===== src/rtl/controle_votacao.sv =====
// rtl/controle_votacao.sv - voting round controller with per-seat tally and result scan
//
// Runs one voting round: latches the alive mask, serves each alive seat in
// index order until it votes or abstains, then scans the tallies to find the
// most-voted seat.
//
// Ports:
//   clock          system clock, rising-edge active
//   reset          asynchronous active-low reset
//   iniciar        pulse, starts a round (accepted in INICIAL or RESULTADO)
//   vivos[7:0]     alive mask, latched at round start
//   alvo[2:0]      target of the current voter
//   voto           pulse, cast a vote for alvo
//   passa          pulse, current voter abstains
//   jogador_atual  seat currently being served
//   aguardando     high while waiting for the current voter
//   voto_invalido  one-cycle pulse when a vote is rejected
//   pronto         high while the round result is valid
//   eliminado      most-voted seat (meaningful when pronto=1, empate=0)
//   empate         tie or no votes cast (meaningful when pronto=1)
//   db_estado      state code for the debug display
module controle_votacao #(
  parameter int NUM_JOGADORES = 6
) (
  input  logic       clock,
  input  logic       reset,
  input  logic       iniciar,
  input  logic [7:0] vivos,
  input  logic [2:0] alvo,
  input  logic       voto,
  input  logic       passa,
  output logic [2:0] jogador_atual,
  output logic       aguardando,
  output logic       voto_invalido,
  output logic       pronto,
  output logic [2:0] eliminado,
  output logic       empate,
  output logic [4:0] db_estado
);

  typedef enum logic [2:0] {
    INICIAL   = 3'd0,
    PROCURA   = 3'd1,
    AGUARDA   = 3'd2,
    REGISTRA  = 3'd3,
    APURA     = 3'd4,
    RESULTADO = 3'd5
  } estado_t;

  localparam int         MASK_I = (1 << NUM_JOGADORES) - 1;
  localparam logic [7:0] MASK   = MASK_I[7:0];
  localparam logic [2:0] ULTIMO = 3'(NUM_JOGADORES - 1);
  localparam logic [3:0] N4     = 4'(NUM_JOGADORES);

  estado_t    estado;
  logic [7:0] vivos_r;
  logic [3:0] tally [8];
  logic [2:0] alvo_r;
  logic [2:0] k;
  logic [3:0] max_r;
  logic [2:0] idx_r;
  logic       tie_r;

  logic       alvo_valido;
  logic       ultimo;
  logic [3:0] cand;
  logic [3:0] max_n;
  logic [2:0] idx_n;
  logic       tie_n;

  assign alvo_valido = ({1'b0, alvo} < N4) && vivos_r[alvo];
  assign ultimo      = (jogador_atual == ULTIMO);
  assign cand        = tally[k];

  // Scan step for the seat under k. A strictly greater count takes the lead
  // (so the lowest index wins among equals); an equal non-zero count marks a tie.
  always_comb begin
    max_n = max_r;
    idx_n = idx_r;
    tie_n = tie_r;
    if (cand > max_r) begin
      max_n = cand;
      idx_n = k;
      tie_n = 1'b0;
    end else if ((cand == max_r) && (max_r != 4'd0)) begin
      tie_n = 1'b1;
    end
  end

  assign aguardando = (estado == AGUARDA);
  assign pronto     = (estado == RESULTADO);
  assign db_estado  = {2'b00, estado};

  always_ff @(posedge clock or negedge reset) begin
    if (!reset) begin
      estado        <= INICIAL;
      vivos_r       <= '0;
      alvo_r        <= '0;
      k             <= '0;
      max_r         <= '0;
      idx_r         <= '0;
      tie_r         <= 1'b0;
      jogador_atual <= '0;
      voto_invalido <= 1'b0;
      eliminado     <= '0;
      empate        <= 1'b0;
      for (int i = 0; i < 8; i++) tally[i] <= '0;
    end else begin
      voto_invalido <= 1'b0;
      case (estado)
        INICIAL, RESULTADO: begin
          if (iniciar) begin
            vivos_r       <= vivos & MASK;
            jogador_atual <= '0;
            k             <= '0;
            max_r         <= '0;
            idx_r         <= '0;
            tie_r         <= 1'b0;
            for (int i = 0; i < 8; i++) tally[i] <= '0;
            estado        <= PROCURA;
          end
        end
        PROCURA: begin
          if (vivos_r[jogador_atual]) begin
            estado <= AGUARDA;
          end else if (ultimo) begin
            estado <= APURA;
          end else begin
            jogador_atual <= jogador_atual + 3'd1;
          end
        end
        AGUARDA: begin
          // voto has priority; passa in the same cycle is dropped.
          if (voto) begin
            if (alvo_valido) begin
              alvo_r <= alvo;
              estado <= REGISTRA;
            end else begin
              voto_invalido <= 1'b1;
            end
          end else if (passa) begin
            if (ultimo) begin
              estado <= APURA;
            end else begin
              jogador_atual <= jogador_atual + 3'd1;
              estado        <= PROCURA;
            end
          end
        end
        REGISTRA: begin
          tally[alvo_r] <= tally[alvo_r] + 4'd1;
          if (ultimo) begin
            estado <= APURA;
          end else begin
            jogador_atual <= jogador_atual + 3'd1;
            estado        <= PROCURA;
          end
        end
        APURA: begin
          max_r <= max_n;
          idx_r <= idx_n;
          tie_r <= tie_n;
          if (k == ULTIMO) begin
            eliminado <= idx_n;
            empate    <= tie_n | (max_n == 4'd0);
            estado    <= RESULTADO;
          end else begin
            k <= k + 3'd1;
          end
        end
        default: estado <= INICIAL;
      endcase
    end
  end

endmodule

===== config.mk =====
export PLATFORM = sky130hd
export DESIGN_NAME = controle_votacao
export DESIGN_NICKNAME = d
export VERILOG_FILES = /design/src/rtl/controle_votacao.sv
export SDC_FILE = /design/constraint.sdc
export NUM_CORES = 1
export LEC_CHECK = 0
export ABC_AREA = 1
export ABC_CLOCK_PERIOD_IN_PS = 2650
export CAP_MARGIN = 10
export CORE_AREA = 2 2 91 115
export CTS_CLUSTER_DIAMETER = 150
export CTS_CLUSTER_SIZE = 12
export DETAILED_ROUTE_END_ITERATION = 6
export DIE_AREA = 0 0 93 117
export PLACE_DENSITY_LB_ADDON = 0.08
export SYNTH_ARGS = -nofsm -noshare
export SYNTH_HDL_FRONTEND = slang
export SYNTH_SLANG_ARGS = --single-unit

===== constraint.sdc =====
create_clock -name clock -period 2.65 [get_ports clock]
set_clock_uncertainty 0.1 [all_clocks]
set_input_delay 0.265 -clock clock [delete_from_list [all_inputs] [get_ports clock]]
set_output_delay 0.265 -clock clock [all_outputs]
set_load 0.02 [all_outputs]

Word level (Yosys, flattened, before mapping)
Index checks and enable logic that the tools add are counted.
W data, S select, Z words.
{ "op_classes": {"reduce_logical": 18, "mux": 44, "n_eq_ne": 17, "n_addsub": 3, "multipliers": 0, "n_shift": 0, "n_div": 0, "magnitude_cmp": 7, "n_bitwise": 3} }
{ "ops": {"columns": ["operator", "count"], "rows": [
  ["$pmux W32 S2", 1],
  ["$mux W3", 15],
  ["$bwmux W32", 1],
  ["$mux W32", 1],
  ["$mux W4", 7],
  ["$bmux W4 S3", 2],
  ["$pmux W3 S5", 1],
  ["$demux W4 S3", 1],
  ["$eq A3 B3 Y1 const B", 4],
  ["$ne A2 B2 Y1 const B", 6],
  ["$pmux W3 S2", 2],
  ["$pmux W3 S4", 1],
  ["$reduce_and A5 Y1", 2],
  ["$ge A4 B4 Y1 const B", 2],
  ["$lt A3 B4 Y1 const B", 2],
  ["$mux W1", 8],
  ["$not A3 Y4", 2],
  ["$pmux W4 S2", 1],
  ["$reduce_and A2 Y1", 4],
  ["$reduce_bool A4 Y1", 2],
  ["$add A3 B1 Y3 const B", 2],
  ["$bmux W1 S3", 2],
  ["$eq A3 B2 Y1 const B", 2],
  ["$ne A3 B3 Y1 const B", 2],
  ["other kinds (15)", 19]
]} }
{ "totals": {"register_bits": 63, "ram_bits": 0, "mem_bits_ro": 0, "latch_bits": 0, "mem_count": 0, "in_bits": 16} }

Longest topological paths before layout
Gate-level depths: netlist (run 1).
{ "logic_depth": {"ltp_word": 9, "depth_mapped": 20, "mapped_depth_nobuf": 18} }

Least setup slack after synthesis (run 1)
Ideal clock, no wire load.
{ "synth_timing": {"kind": "register to register", "start": "register k[0]", "end": "register empate", "setup_time_ns": 0.115, "arrival_time_ns": 2.061, "stages_incl_launch_ff": 19, "setup_slack_ns": 0.374, "n_path_buf": 2, "path_cell_list": "dfrtp_1 > inv_1 > buf_4 > nand2_1 > nand3_1 > nand3_1 > nand2_1 > inv_1 > ha_1 > inv_1 > o21bai_1 > nand2_1 > nand2_1 > nand2_1 > buf_2 > a22oi_1 > nand2_1 > nor2_1 > nor2_1"} }
{ "synth_via": {"elab_chain_cells": 9, "elab_cells_between_ends": 14, "cone_classes": "order compare: 1; eq/ne: 2; mux: 6; bitwise: 2; reduce/logical: 3"} }
{ "synth_rtl": {"columns": ["item", "line_no", "source"], "rows": [
  ["from (decl)", "59", "logic [2:0] k;"],
  ["from (signal assigned)", "168", "k <= k + 3'd1;"],
  ["parallel branches: the longest is 9 deep, another holds $gt A4 B4 Y1", null, null],
  ["to (signal assigned)", "165", "empate <= tie_n | (max_n == 4'd0);"],
  ["to (decl)", "37", "output logic empate,"]
]} }
Several ways; the timed one is not identified. The select of a mux whose other input is x is not followed.
A chain may end at the register's enable or synchronous reset.

Worst setup path after layout (run 1)
{ "layout_timing": {"start": "register k[1]", "end": "register empate"} }
Same word-level chain as after synthesis.

==> run summary, run 1 <==
Synthesis handed over a netlist of 537 instances. The detailed router finished its first iteration with 141 violations. H-tree level count: 3. The post-synthesis cell area is 0.00381 mm², and the die height is 117 µm.

The logs give 0.00158 mm² for the area occupied by registers and 0 for the number of setup violations in the final report. The number of antenna diodes in the final layout is 0. Post-route setup TNS: 0 ns. The run gives 31 as the I/O pin count. By area the synthesized netlist is led by dfrtp_1 (41%), nand2_1 (17%), inv_1 (8.5%), nand3_1 (5.3%), o22ai_1 (5.1%).

The category of the critical setup timing path was flop to flop. The filler cells instantiated in the layout total 1,053. The clock transition at the register clock pins on the worst setup and hold paths after CTS works out to 0.05 ns. TritonCTS built the clock tree.

After synthesis, the most frequently instantiated cells are nand2_1 (175), inv_1 (86), dfrtp_1 (63), nand3_1 (40), o21ai_0 (32). In the synthesized netlist, mux cells make up 0% of the area. The most numerous cell type found on the critical path is nand2_1.

Data arrives at the worst endpoint at 2.60 ns. In the final layout, the share of cells above drive strength 1 is 8.85%. Number of maximum-capacitance constraint violations: 0. The detailed router placed 3,441 vias in this run.

The synthesized netlist devotes 29.8% of its cell area to simple gates. The share of the clock period used by the worst path is 91.7%. The number of synthesized register bits is 63, and the overall routing resource usage is 19.8%. Timing analysis after detailed placement gives a worst setup slack of 0.104 ns. The clock tree root buffer cell is clkbuf_16. The path class of the tightest hold or removal check is flop to flop.

Grouping stages by cell kind, the critical path spends the most delay in simple AND/OR/NAND/NOR gates. The part of the total power dissipated in sequential elements was 25.8%; the post-route core utilization was 46.1%. Dividing total power by cell area gives a power density of 1120 mW/mm². The worst-case clock buffer depth is 2, and the internal portion of total power is 2.74 mW. Of the synthesized area, sequential elements account for 41.4%. Per report_power, the clock group accounts for 22.0% of the total. The run gives 0 as the number of remaining DRC errors. The run gives 0.0109 mm² as the die footprint. The commonest register cell after synthesis is dfrtp_1.

Setup repair after global routing left no endpoint under its margin. The tools report the via count of the first global-routing pass as 3,472. The die is 93 µm wide. Compared with the post-synthesis result, the final layout area differs by 19.1%.

The tools report the count of standard-cell rows as 41. After Yosys synthesis, XOR and XNOR cells account for 0.427% of the synthesized area. Count of buffers added by post-CTS timing repair for setup: 0. Clock tree synthesis inserted a total of 9 buffers. Summing all multi-input logic gate instances after layout gives 0.00179 mm². The minimum period implied by the final worst setup slack was 2.43 ns; the logic gate share of total power was 52.2%.

Dividing the detail-routed wire length by the instance count gives 13.9 µm. The run finished with clean final reports. The share of flip-flops with an asynchronous set or reset after synthesis came out at 100%. The share of the synthesized area in the top cell type is 41.4%.

For this design the static power due to leakage is 2.35 nW. By instance count, the leading cell after synthesis is nand2_1. The largest stage delay on the critical path works out to 0.34 ns. The largest family of logic cells by synthesized area is simple AND/OR/NAND/NOR gates. In the routed layout, each cell is associated on average with a via count of 4.88. For the worst voltage drop across the vdd grid, the log shows 0.534 mV. The synthesized design contains 0 enable-type register cells. At the end of the flow, the number of nets in the layout was 596. Clock latency on the worst-skew pair, taken at its later pin, is 0.34 ns. Along the worst path, the maximum fanout reaches 8. STA classifies the critical path endpoint as a flop.

The count of cells in the finished layout, fillers not included, comes to 705. For the number of antenna-violating nets in the routed design, the log shows 0. Of all cell types, the one taking the most synthesized area is dfrtp_1. After layout, the worst setup slack is 0.221 ns. The adder-cell area share of the yosys netlist is 2.96%, and the slew of the pin with the lowest slew margin is 0.738 ns. The global route total overflow was 0; the initial core utilization was 38.7%.

Traced cell by cell, the critical path runs through clkinv_1 -> nand3_1 -> nand3_1 -> nand2_2 -> inv_1 -> ha_1 -> inv_1 -> o21bai_1 -> nand2_1 -> a21oi_2 -> nand2_1 -> nand2_1 -> nand2_1 -> nor2_1 -> nor2_1 -> nor2_1. Summing all placed instances gives a cell area of 0.00422 mm². With fillers left out, the area of the finished cells amounts to 0.00454 mm². Wire length of the first global-routing pass: 16.6 mm. The synthesized area per cell was 7.09 µm²; the area of the core was 0.00985 mm². Timing would allow up to 412 MHz. The final layout contains routed wiring with a total length of 9.81 mm. Element type at the critical path start: a flop. The net switching power of the design came out at 2.35 mW.

The half-perimeter wire length after placement is 7.33 mm. The first-pass iteration count of the detailed router was 4. The synthesized netlist devotes 13.1% of its cell area to compound gates.

The count of placed standard cells including taps was 688; the initial antenna violation count was 0. The tools report the count of clock tree sinks as 63. The run gives 0.887 as the final estimated routing congestion in global placement. The count of buffers from port buffering is 26. Counting both buffers and inverters, the worst setup path holds a total of 3. The synthesized netlist contains 32 unique library cells. Headroom to the max-slew limit came out at 50.8%. Entering global routing, the biggest net connects 36 pins.

The final number of max-transition violations was 0. The switching power as a share of total power is 46.1%, and the total number of yosys warnings is 0. For this design, the slowest cell found on the critical path is dfrtp_1. The final hold violation count was 0.

STA puts the critical path data required time at 2.82 ns.
layout by cell type, fill, tap and decap left out, types with 3 or more instances in the layout:
cell type	instances
nand2_1	173
inv_1	85
dfrtp_1	63
nand3_1	40
o21ai_0	32
o22ai_1	31
nor2_1	27
clkdlybuf4s50_1	25
o21ai_1	10
nor3_1	10
buf_4	10
ha_1	9
clkbuf_16	9
a21oi_1	7
nand2_2	5
nand2_4	4
inv_2	3
nor2_2	3
clkinvlp_4	3
layout make-up:
class	instances	area share, %
Multi-Input combinational cell	367	39.3
Sequential cell	63	34.7
Timing Repair Buffer	40	8.63
Inverter	90	7.44
Clock buffer	11	5.57
Tap cell	129	3.56
Clock inverter	5	0.717
layer usage:
layer | share of wire [%] | GRT usage, % | vias to the layer above
met1 | 45 | 23.8 | 1596
li1 | - | - | 1780
met2 | 50 | 34.9 | 52
met3 | 2.6 | 3.52 | 13
met5 | 0 | 0 | -
met4 | 1.9 | 8.43 | 0
sequential cells by signal (all words and copies together) (netlist names):
signal	count
vivos_r	6
empate	1
eliminado	3
max_r	4
jogador_atual	3
idx_r	3
voto_invalido	1
tie_r	1
k	3
estado	3
tally	32
alvo_r	3
power by group through the flow:
stage	Clock, mW	Sequential [mW]	Combinational (mW)
after floorplan	0	1.35	1.92
after CTS	1.15	1.31	2.59
after global routing	1.18	1.34	3.04
after global placement	0	1.32	2.56
final	1.12	1.31	2.66
after detailed placement	0	1.33	2.58
through the flow:
step,hold slack [ns],total power [mW]
finish,0.379,5.09
global route,0.394,5.56
CTS,0.383,5.05
detailed placement,0.276,3.91
global placement,0.274,3.88
floorplan,-0.131,3.27
worst min-delay path, stage by stage (launching register included):
cell	delay (ns)
dfrtp_1	0.34
nand2_1	0.05
nand2_1	0.06
cells by family after synthesis:
family	after synthesis
simple gates	267
flops	63
other cells	1
compound gates	88
buf+inv	108
fa+ha+maj	9
xor+xnor	1
timing repair:
item | CTS | global route
hold buffers | 1 | 0
endpoints found under the hold margin | 28 | 0
resized for setup | 0 | 7
endpoints found under the setup margin | 0 | 12
worst paths after layout:
path	start	to	slack, ns	cells after the start
setup / recovery	k[1]	empate	0.22	16
hold / removal	tally[19]	tally[19]	0.38	2
setup reg to reg	k[1]	empate	0.22	16
hold reg to reg	tally[19]	tally[19]	0.38	2
max in group asynchronous	reset	eliminado[0]	1.39	3
min in group asynchronous	reset	tally[13]	0.43	2
Note: power is estimated with default switching activity, not from simulation.
==> run 2: changes to the inputs <==
Settings changed: CTS_CLUSTER_DIAMETER 150 to unset, SETUP_SLACK_MARGIN set to 0.3.
==> run 2 against run 1 <==
  * Cell area increased by 4.9%
  * Routed wire length up 3.8%
  * Cell count is 0.99% higher
  * Sequential share of layout area shrank 1.6 points
  * Via count rose by 2.2%
  * Global-route usage is 0.068 points higher
  * Largest cell class unchanged
==> run summary, run 2 (synthesized netlist as in run 1, its figures left out) <==
The minimum period implied by the final worst setup slack is 2.43 ns, and the final number of max-transition violations is 0. The first global-routing pass estimated 16.7 mm of wire. In this run, the clock network consumes 19.4% of the power.

Clock-pin slew was measured on the worst setup and hold paths at 0.05 ns. Global routing used 19.9% of the available tracks. After the first detailed-routing iteration, the DRC count stood at 147. The highest achievable clock rate was 412 MHz; the largest fanout on the critical path was 5. The class of the tightest hold or removal check was flop to flop.

The endpoint type of the worst setup path is a flop. The final routed wire length divided by cell count was 14.3 µm; the number of remaining DRC errors was 0. Setup repair after global routing could not meet its margin everywhere.

The area of the core came out at 0.00985 mm². The cell count of the worst reg-to-reg path came out at 17. In the layout the commonest cells are nand2_1 (164), inv_1 (83), dfrtp_1 (63). The internal portion of the total power is 3.09 mW.

The global route total overflow is 0. The initial core utilization is 38.7%, and the die height is 117 µm. Cells fill 48.3% of the core in the end. More flip-flops sit in one register than any other, and that register is tally. Using the TritonRoute via totals, the vias-per-cell ratio works out to 4.94.

The worst hold path terminates at tally[19]. The logs give 22.7% for the part of the total power dissipated in sequential elements and 0.378 ns for the worst hold-check slack. The number of flip-flops in the largest register works out to 32. Summed over all nets, the switching power comes to 2.70 mW. Setup violations remaining at the end of the flow were counted as 0. In this run the count of I/O pins placed on the die edge is 31. The cell sitting at the root of the clock tree is a clkbuf_16. The flow ran to the end, and the final reports show no timing, DRC or antenna violations.

First-pass iteration count of the detailed router: 4. In this run the critical register-to-register path is captured at empate. Across the VDD grid, the largest voltage drop is 0.944 mV. Half-perimeter wire length after placement: 7.33 mm. At the pin with the least slew margin, the transition time is 0.736 ns. The worst path uses 91.5% of the clock period. The element type at the critical path start is a flop.

The clock net in this run drives a total of 63 sinks. The count of buffers from port buffering was 26; the switching power as a share of total power was 46.7%. The worst hold path was traced through 2 stages. The normalized max-slew margin was 50.9%; the number of diodes was 0. The number of nets in the layout was 603; the leakage dissipation was 2.42 nW. The reg-to-reg startpoint was k[0]. Summing all placed instances gives a cell area of 0.00422 mm².

The die footprint is 0.0109 mm², and the fraction of layout instances using a drive strength above 1 is 14.4%. In this run, CTS created clock tree buffers numbering 9. Compared with the post-synthesis result, the final layout area differs by 24.9%. The number of antenna-violating nets in the routed design is 0, and the final hold violation count is 0.

The largest registers in the layout are tally x32, vivos_r x6, max_r x4. By startpoint and endpoint, the worst setup path is classified as flop to flop. For this design the ratio of total power to cell area is 1220 mW/mm². Logic gate share of total power: 57.9%. Data arrives at the worst endpoint at 2.56 ns.

The final non-filler cell area came out at 0.00476 mm². At the end of routability-driven placement, the weighted congestion stood at 0.887. The tools report the post-route setup TNS as 0 ns.

The latest clock arrival within the worst-skew pair came out at 0.34 ns. The H-tree was split into 3 levels. The library cell used most frequently in the layout, excluding fill and tap cells, is nand2_1.

Entering global routing, the biggest net connects 36 pins. For this block, the routed nets add up to 10.2 mm of wire. The longest clock path from root to sink contains 2 buffers. The via count is 3,517, and the width of the die is 93 µm. At the worst endpoint, the required time is 2.78 ns.

Startpoint of the worst hold path: tally[19]. Across the run, the number of max-cap violations was 0. TritonCTS built the clock tree. The initial antenna violation count is 0, and the via count of the first global-routing pass is 3,482. The count of standard-cell rows is 41. The tools report the worst reg-to-reg setup slack as 0.22 ns.
## run 2: worst max-delay path by stage
| stage | cells after the start | slack, ns | to | startpoint |
|---|---|---|---|---|
| 2_1_floorplan | 18 | 0.37 | empate | k[0] |
| 3_3_place_gp | 16 | 0.13 | empate | k[0] |
| 4_1_cts | 18 | 0.30 | empate | k[0] |
| 3_5_place_dp | 16 | 0.10 | empate | k[0] |
| 5_1_grt | 18 | 0.03 | empate | k[0] |
| 6_report | 17 | 0.22 | empate | k[0] |
## run 2: metrics by stage
stage / power (mW) / instances / setup slack [ns]
2_1_floorplan: 3.27 / 538 / 0.374
3_3_place_gp: 3.88 / 688 / 0.128
3_5_place_dp: 3.91 / 688 / 0.104
4_1_cts: 5.18 / 706 / 0.297
5_1_grt: 6.25 / 712 / 0.0325
6_report: 5.79 / 712 / 0.225
## run 2: timing repair
action,in CTS,in global routing
pin swaps,5,14
resized for setup,12,36
hold endpoints to repair,28,0
buffers inserted,1,4
cloned,0,2
endpoints found under the setup margin,12,12
hold buffers,1,0
## run 2: cell type report
type | count | area (µm²)
timing repair buffer | 46 | 467
sequential | 63 | 1580
inverter | 90 | 339
tap | 129 | 161
clock inverter | 5 | 32.5
clock buffer | 11 | 253
fill | 1027 | 5090
multi-input combinational | 368 | 1930
## run 2: worst max-delay path, cell delays in order, from the launching register on
cell      delay (ns)
dfrtp_1         0.41
inv_2           0.14
buf_12          0.13
nand2_4         0.04
nand3_2         0.06
nand3_2         0.10
nand2_2         0.11
inv_2           0.05
ha_4            0.25
inv_1           0.03
o21bai_1        0.17
nand2_2         0.13
nand2_4         0.12
nand2_4         0.08
a22oi_2         0.19
nand2_1         0.07
nor2_1          0.10
nor2_1          0.04
## run 2: power by group through the flow
stage               Sequential, mW  Clock, mW  Combinational, mW
floorplan                     1.35          0               1.92
global placement              1.32          0               2.56
detailed placement            1.33          0               2.58
CTS                           1.32       1.15               2.71
global route                  1.34       1.18               3.73
finish                        1.32       1.12               3.35
## run 2: per-layer routing
metal | wire (µm) | vias to the layer above | GRT usage [%]
met5 | 0 | - | 0
met4 | 202 | 0 | 8.43
met3 | 308 | 15 | 3.52
met2 | 5140 | 64 | 35.1
met1 | 4530 | 1635 | 23.9
li1 | - | 1803 | -
==> run 3: changes to the inputs <==
Settings changed: CORE_AREA 2 2 91 115 to 2 2 97 122, DIE_AREA 0 0 93 117 to 0 0 99 124, SKIP_CTS_REPAIR_TIMING set to 1.
==> run 3 against run 2 <==
  * Sequential share of layout area decreased by 0.72 points
  * Maximum frequency decreased by 0.35%
  * Global-route usage decreased by 1.9 points
  * Total power increased by 4.4%
  * Via count increased by 0.23%
  * Worst hold slack improved by 0.0018 ns
  * Clock-buffer cell count decreased by 1
  * Die area increased by 13%
  * Clock power increased by 17%
  * Largest cell class unchanged
==> run summary, run 3 (synthesized netlist as in run 1, its figures left out) <==
At the worst endpoint, the required time is 2.81 ns. The run gives 0.22 ns as the worst reg-to-reg setup slack. The fraction of layout instances using a drive strength above 1 was 16.0%; the worst voltage drop across the vdd grid was 0.592 mV. For the pin with the worst max-slew slack, the measured transition is 0.660 ns. The startpoint identified for the worst hold timing path is tally[19]. Number of setup violations in the final report: 0. The tools report the clock tree root buffer cell as clkbuf_16. The worst setup path is launched from a flop.

STA classifies the critical path endpoint as a flop. The flow ran to the end, and the final reports show no timing, DRC or antenna violations. The run gives 31 as the I/O pin count.

The first detailed-routing pass ran for 4 iterations. The worst hold path passes through 2 cells. The share of the clock period used by the worst path is 91.8%, and the number of nets in the layout is 606. More flip-flops sit in one register than any other, and that register is tally. Summed over all failing endpoints, the final setup total negative slack is 0 ns.

The worst path meets setup with 0.216 ns of slack. For the area of the core, the log shows 0.0110 mm². Measured along the x axis, the die boundary spans 99 µm. For the worst-skew pair, the clock arrives at the later sink with an insertion delay of 0.33 ns.

For the final hold violation count, the log shows 0. At the end of routability-driven placement, the weighted congestion stood at 0.823. Area occupied by registers: 0.00158 mm².

The routed layout has 3,525 vias. The first-iteration detailed-routing DRC count came out at 207. The via count of the first global-routing pass is 3,523.

Entering global routing, the biggest net connects 40 pins. The repair_antennas step left the layout with diodes totalling 0. Prior to clock tree synthesis, the placed netlist has a worst setup slack of 0.0364 ns.

Derived from the worst setup path, the maximum achievable clock frequency is 411 MHz. In this design, the stage delay of the slowest critical-path cell is 0.41 ns. For the total length of routed wires, the log shows 10.6 mm. The first global-routing pass estimated 17.3 mm of wire.

In this run the power density over the cells is 1240 mW/mm². Setup repair after global routing could not meet its margin everywhere. The count of clock tree sinks is 63.

Traced cell by cell, the critical path runs through inv_2 -> buf_12 -> nand2_4 -> nand3_2 -> nand3_2 -> nand2_2 -> inv_2 -> ha_4 -> inv_2 -> o21bai_1 -> nand2_2 -> a21oi_4 -> nand2_1 -> nand2_2 -> nand2_1 -> nor2_1 -> nor2_1 -> nor2_1. The count of nets left with antenna violations once routing finished came out at 0. The number of flip-flops in the largest register was 32. The filler cells instantiated in the layout total 1,141. In this run the worst hold path is classified as flop to flop.

The die height works out to 124 µm. The largest registers in the layout are tally x32, vivos_r x6, max_r x4. The worst register-to-register path begins at k[0].

The endpoint of the most critical register-to-register path was empate. The H-tree level count is 3, and the number of maximum-capacitance constraint violations is 0. Broken down by cell family, the worst path's largest delay share belongs to simple AND/OR/NAND/NOR gates. The slowest stage of the critical path belongs to the cell dfrtp_1.

Leaving out fill and tap cells, the most frequent cells in the layout are nand2_1 (160), inv_1 (82), dfrtp_1 (63). Summing all multi-input logic gate instances after layout gives 0.00196 mm². Overall routing resource usage: 17.9%.

The category of the critical setup timing path is flop to flop. The HPWL after detailed placement is 7.38 mm. The worst pin sits at a relative slew slack of 56.0%. The worst hold path terminates at tally[19].

The most frequent standard cell in the layout excluding fill and tap cells was nand2_1. Leakage dissipation: 2.46 nW. The initial antenna violation count was 0; the synthesis-to-finish area growth was 27.7%. Counting cells, the worst reg-to-reg path comes to 18.

The final number of max-transition violations was 0. TritonCTS built the clock tree. After floorplanning, the core was divided into 43 placement rows. In the routed design, unresolved DRC markers number 0. For this configuration, the core starts out at a cell density of 34.5%.

Input and output buffers added on the ports amount to 26. The count of placed standard cells including taps came out at 695. Global route total overflow: 0. The minimum period implied by the final worst setup slack was 2.43 ns. In this run the worst path has a maximum fanout of 8. The data arrival time at the worst-slack endpoint was 2.60 ns; the count of buffer and inverter cells on the critical path was 4.

The clock transition at the register clock pins on the worst setup and hold paths after CTS was 0.06 ns; the total clock buffers created by CTS was 9. The die covers 0.0123 mm². The vias per cell works out to 4.89.

Excluding fillers, the count of instances in the completed layout stands at 721. After detailed routing, the average wire length per cell comes to 14.7 µm. Worst-case clock buffer depth: 2.
==> run 3: worst max path at each step <==
stage                     startpoint      to  slack (ns)  cells past startpoint
final                           k[0]  empate        0.22                     18
after global routing            k[0]  empate        0.06                     18
after CTS                       k[0]  empate        0.02                     17
after detailed placement        k[0]  empate        0.04                     17
after global placement          k[0]  empate        0.08                     17
after floorplan                 k[0]  empate        0.37                     18
==> run 3: area by class of cell <==
type	count	share of cell area (%)
Timing Repair Buffer	49	9.95
Clock buffer	10	4.91
Clock inverter	6	1.90
Sequential cell	63	32.4
Tap cell	135	3.47
Multi-Input combinational cell	368	40.3
Inverter	90	7.02
==> run 3: layer usage <==
layer  GRT usage (%)  wire length (µm)  vias up
met5               0                 0        -
met4            6.85               172        0
met3            3.37               307       15
met2            31.2              5370       61
met1            22.0              4730     1646
li1                -                 -     1803
==> run 3: metrics by stage <==
step	total power, mW	util [%]	instance area [µm²]	hold slack [ns]
final	6.04	44.1	4870	0.380
after global routing	6.53	44.1	4870	0.411
after CTS	5.28	41.4	4570	-0.129
after detailed placement	3.94	38.4	4240	0.231
after global placement	3.92	38.4	4240	0.233
after floorplan	3.27	-	3810	-0.131
==> run 3: tightest hold or removal path, cell delays in order (launching register included) <==
cell and delay, ns:
dfrtp_1 0.34, nand2_1 0.05, nand2_1 0.06
==> run 3: power by group <==
part | internal, mW | leakage (nW) | switching [mW]
Clock | 0.853 | 0.155 | 0.461
Sequential | 1.16 | 0.849 | 0.167
Combinational | 1.30 | 1.45 | 2.10
